==> src/rtl/conv1d_k4.sv <==
// Four-channel, four-tap 1-D convolution with one shared multiplier and saturating Q(W-D).D output.
// Define CONV1D_RELU_EN to clamp negative channel results to zero.
module conv1d_k4 #(
  parameter int W = 16,
  parameter int D = 12
) (
  input  logic                clk,
  input  logic                rst,
  input  logic                start,
  input  logic signed [W-1:0] in_d0,
  input  logic signed [W-1:0] in_d1,
  input  logic signed [W-1:0] in_d2,
  input  logic signed [W-1:0] in_d3,
  input  logic                wr_en,
  input  logic [3:0]          wr_addr,
  input  logic signed [W-1:0] wr_data,
  output logic signed [W-1:0] out_c0,
  output logic signed [W-1:0] out_c1,
  output logic signed [W-1:0] out_c2,
  output logic signed [W-1:0] out_c3,
  output logic                busy,
  output logic                out_valid
);

  localparam int PW = 2 * W;
  localparam int AW = 2 * W + 2;

  localparam logic signed [W-1:0]  ONE     = W'(1) << D;
  localparam logic signed [AW-1:0] SAT_MAX = {{(W + 3){1'b0}}, {(W - 1){1'b1}}};
  localparam logic signed [AW-1:0] SAT_MIN = {{(W + 3){1'b1}}, {(W - 1){1'b0}}};

  typedef enum logic [1:0] {
    IDLE  = 2'd0,
    MAC   = 2'd1,
    STORE = 2'd2,
    DONE  = 2'd3
  } state_t;

  state_t state_q, state_d;

  logic [1:0]           c_q, c_d;
  logic [1:0]           k_q, k_d;
  logic signed [AW-1:0] acc_q, acc_d;
  logic signed [W-1:0]  tap_q [4];
  logic signed [W-1:0]  tap_d [4];
  logic signed [W-1:0]  w_q   [16];
  logic signed [W-1:0]  w_d   [16];
  logic signed [W-1:0]  out_q [4];
  logic signed [W-1:0]  out_d [4];

  logic signed [W-1:0]  tap_sel;
  logic signed [W-1:0]  w_sel;
  logic [PW-1:0]        product;
  logic signed [AW-1:0] product_ext;
  logic signed [AW-1:0] shifted;
  logic signed [W-1:0]  sat_val;
  logic signed [W-1:0]  store_val;

  always_ff @(posedge clk) begin
    if (rst) begin
      state_q <= IDLE;
    end else begin
      state_q <= state_d;
    end
  end

  always_comb begin
    state_d = state_q;
    case (state_q)
      IDLE:    if (start) state_d = MAC;
      MAC:     if (k_q == 2'd3) state_d = STORE;
      STORE:   state_d = (c_q == 2'd3) ? DONE : MAC;
      DONE:    state_d = IDLE;
      default: state_d = IDLE;
    endcase
  end

  always_comb begin
    busy      = (state_q != IDLE);
    out_valid = (state_q == DONE);
  end

  // Operands are sign-extended to 2W so the truncated product is the exact signed result.
  always_comb begin
    tap_sel     = tap_q[k_q];
    w_sel       = w_q[{c_q, k_q}];
    product     = {{W{tap_sel[W-1]}}, tap_sel} * {{W{w_sel[W-1]}}, w_sel};
    product_ext = {{2{product[PW-1]}}, product};
    shifted     = acc_q >>> D;
  end

  always_comb begin
    if (shifted > SAT_MAX) begin
      sat_val = SAT_MAX[W-1:0];
    end else if (shifted < SAT_MIN) begin
      sat_val = SAT_MIN[W-1:0];
    end else begin
      sat_val = shifted[W-1:0];
    end
`ifdef CONV1D_RELU_EN
    store_val = sat_val[W-1] ? '0 : sat_val;
`else
    store_val = sat_val;
`endif
  end

  always_comb begin
    c_d   = c_q;
    k_d   = k_q;
    acc_d = acc_q;
    tap_d = tap_q;
    w_d   = w_q;
    out_d = out_q;
    case (state_q)
      IDLE: begin
        if (start) begin
          tap_d[0] = in_d0;
          tap_d[1] = in_d1;
          tap_d[2] = in_d2;
          tap_d[3] = in_d3;
          acc_d    = '0;
          c_d      = 2'd0;
          k_d      = 2'd0;
        end
        // Weight writes land at the same edge that latches the taps, so the pass sees them.
        if (wr_en) begin
          w_d[wr_addr] = wr_data;
        end
      end
      MAC: begin
        acc_d = acc_q + product_ext;
        if (k_q != 2'd3) begin
          k_d = k_q + 2'd1;
        end
      end
      STORE: begin
        out_d[c_q] = store_val;
        acc_d      = '0;
        k_d        = 2'd0;
        if (c_q != 2'd3) begin
          c_d = c_q + 2'd1;
        end
      end
      default: begin
      end
    endcase
  end

  always_ff @(posedge clk) begin
    if (rst) begin
      c_q   <= 2'd0;
      k_q   <= 2'd0;
      acc_q <= '0;
      for (int i = 0; i < 4; i++) begin
        tap_q[i] <= '0;
        out_q[i] <= '0;
      end
      // Diagonal weights start at 1.0 so each channel passes its own tap through.
      for (int i = 0; i < 16; i++) begin
        w_q[i] <= (i % 5 == 0) ? ONE : '0;
      end
    end else begin
      c_q   <= c_d;
      k_q   <= k_d;
      acc_q <= acc_d;
      tap_q <= tap_d;
      w_q   <= w_d;
      out_q <= out_d;
    end
  end

  assign out_c0 = out_q[0];
  assign out_c1 = out_q[1];
  assign out_c2 = out_q[2];
  assign out_c3 = out_q[3];

endmodule

==> config.mk <==
export PLATFORM = sky130hd
export DESIGN_NAME = conv1d_k4
export DESIGN_NICKNAME = d
export VERILOG_FILES = /design/src/rtl/conv1d_k4.sv
export SDC_FILE = /design/constraint.sdc
export NUM_CORES = 2
export LEC_CHECK = 0
export BUFFER_PORTS_ARGS = -buffer_cell sky130_fd_sc_hd__buf_2
export CAP_MARGIN = 40
export CORE_ASPECT_RATIO = 0.6
export CORE_UTILIZATION = 30
export DETAILED_ROUTE_END_ITERATION = 10
export GPL_ROUTABILITY_DRIVEN = 0
export PLACE_DENSITY = 0.46
export SLEW_MARGIN = 10
export SYNTH_ARGS = -nofsm -noshare
export SYNTH_HDL_FRONTEND = slang
export SYNTH_SLANG_ARGS = --single-unit
==> constraint.sdc <==
create_clock -name clk -period 7.7 [get_ports clk]
set_input_delay 1.925 -clock clk [delete_from_list [all_inputs] [get_ports clk]]
set_output_delay 1.925 -clock clk [all_outputs]
set_load 0.02 [all_outputs]
# == Word-level counts from Yosys, hierarchy flattened ==
# Index checks and enable logic that the tools add are counted.
# totals
inputBits,88
ff_bits,424
out_inout_bits,66
# classes
n_reduce_logical,12
n_mul,1
eq_ne,11
n_addsub,3
bitwise_logic,4
n_lt_le_gt_ge,8
mux,25
# op_table
cell,n
$bwmux W256,1
$mux W16,8
$pmux W34 S3,1
$bmux W16 S4,1
$bwmux W64,1
$demux W16 S4,1
$add A34 B32 Y34,1
$mux W34,1
$bmux W16 S2,1
$demux W16 S2,1
$mul A16 B16 Y32,1
$gt A22 B16 Y1 const B,1
$lt A22 B16 Y1 const B,1
$mux W2,6
$ne A2 B2 Y1 const B,6
$ge A5 B5 Y1 const B,2
$not A4 Y5,2
$eq A2 B2 Y1 const B,4
$pmux W2 S4,1
$reduce_and A2 Y1,4
$ge A3 B3 Y1 const B,2
$not A2 Y3,2
$pmux W2 S3,1
$reduce_and A3 Y1,2
9 further kinds,12

# == Longest topological paths before layout ==
# logic_depth
word_depth,7
mapped_depth,32
depth_no_buf,27

# == Worst setup path before layout ==
# OpenSTA, ideal clock, no wires.
# synth_path
path_type,reg2reg
from,register k_q[0]
to,register acc_q[31]
arrival_ns,7.027
required_time_ns,7.575
path_stages_with_launch,31
synth_period_minus_slack_ns,7.153
setup_slack_ns,0.547
setup_ns,0.125
n_path_buf,5
path_cell_list,dfxtp_1 buf_4 buf_4 buf_4 mux4_2 nor2_1 nor2_1 o21ai_2 buf_2 nor2_1 fa_1 inv_1 fa_1 fa_1 inv_1 fa_1 fa_1 inv_1 fa_1 inv_1 ha_1 buf_2 a21oi_2 a21oi_1 a211oi_4 o21ai_2 a31o_4 a211o_2 a21oi_1 xor2_1 o21ai_1
# synth_via
elab_chain_len,7
word_cells_on_any_way,11
# synth_lines
element,line_no,text
from (decl),42,"logic [1:0] k_q, k_d;"
from (signal assigned),164,k_q <= k_d;
$not A4 Y5 (implied by the code) or $not A2 Y3 (tied branches),"86, 85",
$bmux W16 S4 or $bmux W16 S2 (tied branches),"86, 85",
$mux W16 (on tied branches) (2 in series),"86, 85",
$mul A16 B16 Y32 *,87,"product = {{W{tap_sel[W-1]}}, tap_sel} * {{W{w_sel[W-1]}}, w_sel};"
$add A34 B32 Y34 *,131,acc_d = acc_q + product_ext;
$pmux W34 S3 *,114,case (state_q)
to (signal assigned),153,acc_q <= '0;
to (signal assigned),165,acc_q <= acc_d;
to (decl),43,"logic signed [AW-1:0] acc_q, acc_d;"
# Every way passes the cells marked *; elsewhere a longest branch is shown, timed or not. The select of a mux whose other input is x is not followed.
# A chain may end at the register's enable or synchronous reset.

# == Worst setup path after layout ==
# layout_path
from,register k_q[0]
to,register acc_q[32]
# Same word-level chain as after synthesis.

==> reports/results.ini <==
[worst_setup_path]
path_max_fanout = 13
end_kind = flop
critical_path_class = reg2reg
r2r-start = k_q[0]
reg2reg_depth = 25
startpoint = k_q[0]
worstSetupStartpointType = flop
cp.arrival_ps = 7940
critPathRequiredTime_ps = 8180

[floorplan]
io_pins = 154
row_count = 87
initial_core_util = 0.303
die_y_um = 241
dieArea_um2 = 96400
die_x_um = 400
fp.coreArea_um2 = 94100

[timing]
fin_hold_ws_ps = 451
period_share = 0.968
relSlewSlack = 0.364
postLayoutSetupSlackWorst_ps = 245
hold_viol_final = 0
tightest_slew_ps = 954
skew_ps = 57.5
max_freq_mhz = 134
min_period_ps = 7450
slew_viol_final = 0
rsz0062_at_grt = no
setup_viol = 0

[synth]
syn_nets = 3876
yosysWarnings = 0
syn-cell-area_um2 = 28500
synth.area.top_cells = dfxtp_1 (30%), fa_1 (21%), nand2_1 (11%), a21oi_1 (7.3%), mux4_2 (5.6%)
ys_types = 67
syn_avg_cell_area_um2 = 8.45
ys_top_cells_by_count = nand2_1 (827), dfxtp_1 (424), a21oi_1 (415)
seq_area_frac_synth = 0.297
synth-async-reset-ratio = 0
yosysTopAreaCell = dfxtp_1
synth-seq-cells = 424
yosysTopAreaCellShare = 0.297
synth.most_common_cell = nand2_1
synth_top_flop_cell = dfxtp_1
synth_cells = 3376
synth_edf_count = 0

[detailed_routing]
vias_per_cell = 4.80
detail_route.wl_per_cell_um = 19.3
drtIter0Drc = 1996
ant_nets = 0
vias = 23300
wl_met1_um = 51500
drc = 0
wl_met2_um = 33800
drtPass1Iterations = 5
drt-total-wl_um = 93500
wl_met3_um = 6850
top_layer = met4

[final_layout]
multi_input_area_um2 = 18000
layout.nets = 4072
ff_latch_area_um2 = 8500
finish.utilization = 0.362
fin_area_um2 = 34000
area_growth_pct = 19.2
drive_above_1_share = 0.162
fill_cells = 9809

[grt]
grt_usage = 0.197
grt-ovfl-total = 0
grt_pass1_wl_um = 144000
antenna_found_initial = 0
grt_max_degree = 179
first_global_vias = 22900

[placement]
place_area_um2 = 32000
pre_cts_ws_ps = -75.7
dp_hpwl_um = 72300
numPortBuffers = 153

[clock_tree]
numCtsBuffers = 45
cts_max_path_buffers = 3
cts_tree = built
clk_pin_slew_ps = 70
worstSkewPairLatency_ps = 640
cts_max_level = 2
cts_sinks = 424
ctsRootBufferMaster = clkbuf_16

[power]
total_power_uw = 5580
ir_drop_mv = 0.137
powerDensity_nw_per_um2 = 164
leakagePower_uw = 0.0145

[run_status]
status = completed

[worst_hold_path]
hold_class = reg2reg
holdPathStages = 2
hp-start = w_q[147]

[run]
cap_viol_max_count = 0

registers in the layout (all words and copies together), names as in the netlist:
register  flops
w_q         256
state_q       2
k_q           2
out_c3       16
out_c1       16
out_c0       16
out_c2       16
tap_q        64
c_q           2
acc_q        34
final cells by class:
class / count / share of cell area
Antenna cell: 2 / 0.000147
Clock buffer: 63 / 0.0392
Clock inverter: 20 / 0.0107
Inverter: 355 / 0.0393
Multi-Input combinational cell: 2392 / 0.530
Sequential cell: 424 / 0.250
Tap cell: 1246 / 0.0458
Timing Repair Buffer: 354 / 0.0850
per-stage QoR:
step                instances  TNS (ps)
CTS                      4830         0
finish                   4856         0
global placement         4704         0
global route             4854         0
floorplan                3376         0
detailed placement       4746      -121
logic make-up (layout without fill, tap and decap cells):
| family | count (synthesis) | after routing | share of synthesized area |
|---|---|---|---|
| DFF | 424 | 424 | 0.297 |
| other | 0 | 2 | 0 |
| adders and majority gates | 412 | 412 | 0.261 |
| buffers and inverters | 560 | 792 | 0.0767 |
| AOI/OAI and AO/OA | 564 | 564 | 0.110 |
| xor gates and xnor gates | 33 | 33 | 0.0101 |
| and+or+nand+nor | 1279 | 1279 | 0.177 |
| muxes | 104 | 104 | 0.0683 |
critical path, stage by stage, from the launching register on:
cell,delay (ps)
dfxtp_4,450
buf_12,150
buf_12,130
mux4_2,540
mux4_2,630
buf_12,210
nand2_1,160
inv_1,90
fa_1,490
fa_1,590
fa_1,440
fa_1,480
fa_1,500
inv_1,60
fa_1,480
inv_1,50
ha_1,330
nand3_2,150
nor3_4,240
nand4_1,140
o221ai_2,320
o221ai_4,200
a21oi_1,160
a21oi_1,90
xor2_1,140
o21ai_1,80
power breakdown:
part | internal, uW | total, uW | switching, uW
clock | 1460 | 2480 | 1020
combinational | 302 | 834 | 531
sequential | 2230 | 2270 | 32.5
total | 4000 | 5580 | 1580
final timing paths:
check | end | slack, ps
setup / recovery | acc_q[32] | 250
hold / removal | w_q[147] | 450
hold reg to reg | w_q[147] | 450
setup reg to reg | acc_q[32] | 250
metal layers:
layer | GRT usage | vias to the layer above
li1 | - | 11100
met3 | 0.0419 | 75
met4 | 0.0357 | 0
met5 | 0 | -
met1 | 0.330 | 11500
met2 | 0.248 | 588
cell usage in the layout, fill, tap and decap left out, types with 29 or more instances in the layout:
cell and n:
fa_1 304, ha_1 103, dfxtp_1 422, nand2_1 826, mux4_2 71, nor2_1 340, buf_2 159, clkbuf_16 45
buf_4 132, buf_8 29, o21ai_0 36, a21oi_1 415, inv_1 351
repair_timing:
item / in CTS / in global routing
pin swaps: 0 / 4
setup buffers: 1 / 24
gates cloned: 0 / 0
setup endpoints to repair: 2 / 15
gates resized for setup: 3 / 20
hold buffers: 0 / 0
No activity file was read; power rests on OpenSTA's default activity.
